--- src/rtl/conv_pkg.sv ---
// conv_pkg: shared FSM state encoding and kernel constants for the 5x5 convolution scheduler.
package conv_pkg;
    typedef enum logic [2:0] {IDLE, CFG, FRM_CLR, STREAM, DRAIN, NEXT, FIN} state_t;
    localparam int KERNEL_TAPS = 25;
    localparam int WIN_CLR_CYC = 2;
endpackage

--- src/rtl/chan_loop_cnt.sv ---
// chan_loop_cnt: nested input/output channel counters with feature-map and weight base accumulators.
module chan_loop_cnt import conv_pkg::*; #(
    parameter int ADDR_W  = 11,
    parameter int CH_W    = 6,
    parameter int WADDR_W = 16
) (
    input  logic               i_clk,
    input  logic               i_rst,
    input  logic               i_init,
    input  logic               i_step,
    input  logic [CH_W-1:0]    i_in_ch,
    input  logic [CH_W-1:0]    i_out_ch,
    input  logic [ADDR_W-1:0]  i_fsz,
    output logic [CH_W-1:0]    o_ic,
    output logic [CH_W-1:0]    o_oc,
    output logic               o_ic_last,
    output logic               o_oc_last,
    output logic [ADDR_W-1:0]  o_fm_base,
    output logic [WADDR_W-1:0] o_wt_base
);
    assign o_ic_last = o_ic == i_in_ch - CH_W'(1);
    assign o_oc_last = o_oc == i_out_ch - CH_W'(1);

    // Weights are laid out kernel after kernel for the whole layer, so wt_base never rewinds.
    always_ff @(posedge i_clk) begin
        if (i_rst || i_init) begin
            o_ic      <= '0;
            o_oc      <= '0;
            o_fm_base <= '0;
            o_wt_base <= '0;
        end else if (i_step) begin
            o_wt_base <= o_wt_base + WADDR_W'(KERNEL_TAPS);
            o_ic      <= o_ic_last ? '0 : o_ic + CH_W'(1);
            o_oc      <= o_ic_last ? o_oc + CH_W'(1) : o_oc;
            o_fm_base <= o_ic_last ? '0 : o_fm_base + i_fsz;
        end
    end
endmodule

--- src/rtl/conv5x5_frame_sched.sv ---
// conv5x5_frame_sched: layer scheduler streaming one input-channel frame per (oc, ic) pair.
// Optional SCHED_PERF_CNT_EN adds busy-cycle and stream-stall performance counters.
module conv5x5_frame_sched import conv_pkg::*; #(
    parameter int ADDR_W    = 11,
    parameter int CH_W      = 6,
    parameter int WADDR_W   = 16,
    parameter int DRAIN_CYC = 8
) (
    input  logic               i_clk,
    input  logic               i_rst,
    input  logic               i_start,
    input  logic [7:0]         i_hs_num,
    input  logic [7:0]         i_vs_num,
    input  logic               i_padding,
    input  logic [CH_W-1:0]    i_in_ch,
    input  logic [CH_W-1:0]    i_out_ch,
    input  logic               i_win_valid,
    output logic               o_win_clr,
    output logic               o_win_data_en,
    output logic [ADDR_W-1:0]  o_fm_base,
    output logic [WADDR_W-1:0] o_wt_base,
    output logic [CH_W-1:0]    o_ic_idx,
    output logic [CH_W-1:0]    o_oc_idx,
    output logic               o_acc_clr,
    output logic               o_acc_last,
    output logic               o_busy,
    output logic               o_done,
`ifdef SCHED_PERF_CNT_EN
    output logic [31:0]        o_perf_cycles,
    output logic [31:0]        o_perf_stall,
`endif
    output logic               o_cfg_err
);
    state_t state, state_nx;
    logic [7:0]        hs, vs, hm, vm;
    logic              pad, accept, cfg_bad, win_hit, ic_last, oc_last;
    logic [CH_W-1:0]   in_ch, out_ch;
    logic [15:0]       win_exp, win_exp_c, win_cnt, cyc;
    logic [ADDR_W-1:0] fsz;

    assign accept  = state == IDLE && i_start;
    assign win_hit = i_win_valid && win_cnt + 16'd1 == win_exp;

    // Without padding the 5x5 window loses two pixels on each border.
    always_comb begin
        hm        = pad ? hs - 8'd4 : hs;
        vm        = pad ? vs - 8'd4 : vs;
        win_exp_c = {8'd0, hm} * {8'd0, vm};
        cfg_bad   = in_ch == '0 || out_ch == '0 || (pad && (hs < 8'd5 || vs < 8'd5)) || win_exp_c == '0;
    end

    always_ff @(posedge i_clk) begin
        if (i_rst)
            state <= IDLE;
        else
            state <= state_nx;
    end

    always_comb begin
        state_nx      = state;
        o_win_clr     = 1'b0;
        o_win_data_en = 1'b0;
        o_acc_clr     = 1'b0;
        o_acc_last    = 1'b0;
        o_busy        = state != IDLE && state != FIN;
        o_done        = 1'b0;
        case (state)
            IDLE:    state_nx = i_start ? CFG : IDLE;
            CFG:     state_nx = cfg_bad ? FIN : FRM_CLR;
            FRM_CLR: begin
                o_win_clr = 1'b1;
                state_nx  = cyc == 16'(WIN_CLR_CYC - 1) ? STREAM : FRM_CLR;
            end
            STREAM:  begin
                o_win_data_en = 1'b1;
                o_acc_clr     = o_ic_idx == '0;
                o_acc_last    = ic_last;
                state_nx      = win_hit ? DRAIN : STREAM;
            end
            DRAIN:   state_nx = cyc == 16'(DRAIN_CYC - 1) ? NEXT : DRAIN;
            NEXT:    state_nx = ic_last && oc_last ? FIN : FRM_CLR;
            FIN:     begin
                o_done   = 1'b1;
                state_nx = IDLE;
            end
            default: state_nx = IDLE;
        endcase
    end

    always_ff @(posedge i_clk) begin
        if (i_rst) begin
            hs        <= '0;
            vs        <= '0;
            pad       <= 1'b0;
            in_ch     <= '0;
            out_ch    <= '0;
            win_exp   <= '0;
            fsz       <= '0;
            win_cnt   <= '0;
            cyc       <= '0;
            o_cfg_err <= 1'b0;
        end else begin
            cyc <= state_nx != state ? '0 : cyc + 16'd1;
            if (accept) begin
                hs        <= i_hs_num;
                vs        <= i_vs_num;
                pad       <= i_padding;
                in_ch     <= i_in_ch;
                out_ch    <= i_out_ch;
                o_cfg_err <= 1'b0;
            end
            if (state == CFG) begin
                win_exp <= win_exp_c;
                fsz     <= ADDR_W'({8'd0, hs} * {8'd0, vs});
                if (cfg_bad)
                    o_cfg_err <= 1'b1;
            end
            if (state == FRM_CLR)
                win_cnt <= '0;
            if (state == STREAM && i_win_valid)
                win_cnt <= win_cnt + 16'd1;
            // A window after the expected count means the generator overran the frame.
            if (state == DRAIN && i_win_valid)
                o_cfg_err <= 1'b1;
        end
    end

    chan_loop_cnt #(.ADDR_W(ADDR_W), .CH_W(CH_W), .WADDR_W(WADDR_W)) u_loop (
        .i_clk     (i_clk),
        .i_rst     (i_rst),
        .i_init    (accept),
        .i_step    (state == NEXT),
        .i_in_ch   (in_ch),
        .i_out_ch  (out_ch),
        .i_fsz     (fsz),
        .o_ic      (o_ic_idx),
        .o_oc      (o_oc_idx),
        .o_ic_last (ic_last),
        .o_oc_last (oc_last),
        .o_fm_base (o_fm_base),
        .o_wt_base (o_wt_base)
    );

`ifdef SCHED_PERF_CNT_EN
    always_ff @(posedge i_clk) begin
        if (i_rst || accept) begin
            o_perf_cycles <= '0;
            o_perf_stall  <= '0;
        end else begin
            if (o_busy && ~&o_perf_cycles)
                o_perf_cycles <= o_perf_cycles + 32'd1;
            if (state == STREAM && !i_win_valid && ~&o_perf_stall)
                o_perf_stall <= o_perf_stall + 32'd1;
        end
    end
`endif
endmodule

--- config.mk ---
export PLATFORM = sky130hd
export DESIGN_NAME = conv5x5_frame_sched
export DESIGN_NICKNAME = d
export VERILOG_FILES = /design/src/rtl/conv_pkg.sv /design/src/rtl/chan_loop_cnt.sv /design/src/rtl/conv5x5_frame_sched.sv
export SDC_FILE = /design/constraint.sdc
export NUM_CORES = 1
export LEC_CHECK = 0
export ABC_AREA = 1
export CORE_MARGIN = 2
export CORE_UTILIZATION = 65
export CTS_CLUSTER_DIAMETER = 150
export DETAILED_ROUTE_END_ITERATION = 6
export HOLD_SLACK_MARGIN = 0.03
export PLACE_DENSITY = 0.87
export SLEW_MARGIN = 25
export SYNTH_ARGS = -nofsm -noshare
export SYNTH_HDL_FRONTEND = slang
export SYNTH_SLANG_ARGS = --single-unit
--- constraint.sdc ---
create_clock -name i_clk -period 7.75 [get_ports i_clk]
set_input_delay 1.55 -clock i_clk [delete_from_list [all_inputs] [get_ports i_clk]]
set_output_delay 1.55 -clock i_clk [all_outputs]
set_load 0.01 [all_outputs]
==> flow_summary.ini <==
[timing]
maxSlewViolCount = 0
tightest_slew_ps = 743.7
setup_ws_ps = 2147
final-setup-viol-count = 0
hold_viol_final = 0
setup_tns_ps = 0
clock.fmax_mhz = 178.5
max_slew_margin_pct = 50.06
skew_ps = 16.79
min_period_ps = 5603
fin_crit_sh_pct = 72.30
rsz0062_at_grt = no

[setup_path]
end_kind = flip-flop
r2r_setup_slack_ps = 2150
r2r-end = state[2]
crit_path_start = vs[2]
setup.worst_path.class = flip-flop to flip-flop
start_kind = flip-flop
reg2reg_depth = 25
crit_fanout = 11
r2r_start = vs[2]
cp-endpoint = state[2]
arrival_ps = 5970
worstPathRequired_ps = 8120

[place]
dpl.hpwl_mm = 19.34
globalplace.congestion = 0.9301
portBuffers = 78
preCtsSetupSlack_ps = 2254

[grt]
grt_usage_pct = 31.91
antenna_found_initial = 0
grt_max_degree = 56
grt_pass1_wl_mm = 43.17
grt_pass1_vias = 9364
grt_overflow_total = 0

[synthesis]
synth_seq_cells = 129
synth_area_um2 = 10420
ys_warn_count = 0
seq_area_frac_synth_pct = 24.78
synth.avg_cell_area_um2 = 7.000
syn-num-nets = 1664
synthCells = 1489
synth_cell_type_count = 36

[detailed_routing]
vias = 9810
drtAntennaViolNets = 0
drtPass1Iterations = 5
drc = 0
vias_per_cell = 5.517
wl_mm = 26.24
drt-initial-drc-count = 774
drt-wirelength-per-cell_um = 14.76

[floorplan]
fp.dieW_um = 130.6
die_height_um = 130.6
die_area_um2 = 17060
rows = 46
core-area_um2 = 15770
initial_utilization_pct = 66.09
io_pins = 79

[pwr]
ir_drop_uv = 207.2
internal-power_mw = 2.002
switching_power_mw = 1.704
swShare_pct = 45.99
leakagePower_nw = 5.633
pwr-share-clk_pct = 23.9
power_per_cell_area_nw_per_um2 = 309.1
p_seq_share_pct = 25.1
pwr-share-comb_pct = 51.0

[clock_tree]
cts_setup_buffers = 0
clock_latency_ps = 430
cts_max_level = 4
cts.path.max_buffers = 2
holdBufCountCts = 0
cts_resized = 0
clkTransAtPathRegs_ps = 60
clkSinkCount = 129
cts_tree = built
numCtsBuffers = 17
root_buffer = clkbuf_16

[flow_run]
max_cap_viol_count = 0

[layout]
drive_gt1_share_pct = 3.585
layout_commonest_cell = nand2_1
syn_to_final_growth_pct = 15.05
final_nets = 1724
final_cell_mix = nand2_1, inv_1, nor2_1
n_fill_cell = 1222
num_antenna_cells = 0

[run_status]
status = finished, final reports clean

[hold_path]
hold_class = flip-flop to flip-flop
-- through the flow --
stage	hold slack, ps	util (%)	area (um^2)	power [mW]	cells
3_3_place_gp	433.9	71.95	11350	2.716	1746
5_1_grt	469.7	76.04	11990	4.001	1778
3_5_place_dp	446.3	71.96	11350	2.777	1746
2_1_floorplan	417.3	-	10420	2.289	1489
6_report	455.6	76.04	11990	3.706	1778
4_1_cts	457.0	76.04	11990	3.682	1778
-- cell type report --
class                   instances  area (um^2)  share of cell area [%]
inverters                     277         1040                   8.671
well taps                     216        270.3                   2.254
repair buffers                 83        818.3                   6.824
clock buffers                  19        442.9                   3.694
multi-input cells            1041         6638                   55.35
clock inverters                13        200.2                   1.669
flip-flops and latches        129         2582                   21.54
-- routing by layer --
| metal | up-vias | GRT usage, % | share of wire, % | wire [um] |
|---|---|---|---|---|
| li1 | 4813 | - | - | - |
| met1 | 4547 | 41.63 | 43 | 11250 |
| met2 | 374 | 52.18 | 46 | 12190 |
| met3 | 76 | 6.637 | 7.2 | 1888 |
| met4 | 0 | 12.77 | 3.5 | 913 |
| met5 | - | 0 | 0 | 0 |
-- Yosys cell counts --
cell type / count / share of area (%)
nand3b_1: 5 / 0.36
o22ai_1: 1 / 0.060
nor2_2: 3 / 0.18
nor3b_1: 2 / 0.14
o21ai_0: 78 / 3.7
dfxtp_1: 129 / 25
ha_1: 77 / 9.2
a31oi_1: 5 / 0.30
nor2_4: 5 / 0.54
nand3_1: 88 / 4.2
o2111ai_1: 2 / 0.17
and3_1: 2 / 0.12
xnor2_1: 18 / 1.5
inv_1: 277 / 10
o21ai_1: 3 / 0.14
or2_2: 7 / 0.42
nand4_1: 19 / 1.1
buf_6: 1 / 0.11
clkbuf_1: 38 / 1.4
nor2_1: 150 / 5.4
fa_1: 65 / 12
a211o_1: 1 / 0.084
o21ai_2: 1 / 0.084
nand2_1: 296 / 11
a21boi_0: 2 / 0.14
nand2_2: 2 / 0.12
nor3_1: 17 / 0.82
a21o_1: 1 / 0.072
o211ai_1: 8 / 0.58
buf_1: 3 / 0.11
o21bai_1: 7 / 0.50
xor2_1: 48 / 4.0
nor4_1: 5 / 0.30
o21a_1: 2 / 0.14
nand3_4: 1 / 0.17
a21oi_1: 120 / 5.8
-- registers in the layout, indices dropped and copies added (netlist names) --
signal            flops
fsz                   9
win_exp              16
u_loop.o_oc           6
cyc                  16
out_ch                6
o_cfg_err             1
state                 3
vs                    8
u_loop.o_wt_base     16
pad                   1
win_cnt              16
u_loop.o_ic           6
in_ch                 6
u_loop.o_fm_base     11
hs                    8
-- power by group through the flow --
| stage | Combinational (mW) | Sequential [mW] | Clock, mW |
|---|---|---|---|
| 2_1_floorplan | 1.45 | 0.836 | 0 |
| 3_3_place_gp | 1.79 | 0.929 | 0 |
| 3_5_place_dp | 1.84 | 0.934 | 0 |
| 4_1_cts | 1.88 | 0.920 | 0.885 |
| 5_1_grt | 2.15 | 0.940 | 0.913 |
| 6_report | 1.89 | 0.930 | 0.885 |
-- worst min path at each step --
stage / cells after the start / start / end
floorplan: 1 / cyc[0] / cyc[0]
CTS: 1 / cyc[0] / cyc[0]
global route: 1 / cyc[0] / cyc[0]
detailed placement: 1 / cyc[0] / cyc[0]
global placement: 1 / cyc[0] / cyc[0]
finish: 1 / cyc[0] / cyc[0]
-- logic make-up after synthesis --
group                    share of synthesized area (%)
flip-flops                                       24.78
AND/OR/NAND/NOR                                  24.60
adder cells (fa/ha/maj)                          21.73
buffers and inverters                            11.56
AO/OA/AOI/OAI                                    11.79
XOR/XNOR                                         5.546
-- critical path, stage by stage (launching register included) --
cell     delay [ps]
dfxtp_1         540
inv_1           150
ha_1            240
nand3_1         100
xor2_1          490
inv_1           170
nand2_1         130
fa_1            450
fa_1            540
inv_1            50
fa_1            530
inv_1            50
fa_1            530
inv_1            40
ha_1            340
a21oi_1         210
nand2_1         120
xnor2_1         250
nand3_1         110
nor2_1          110
nand3_1          80
nand2_1          60
nand2_1          60
nand3_1          90
nand2_1          50
inv_1            60
Power figures use the tool's default switching activity.
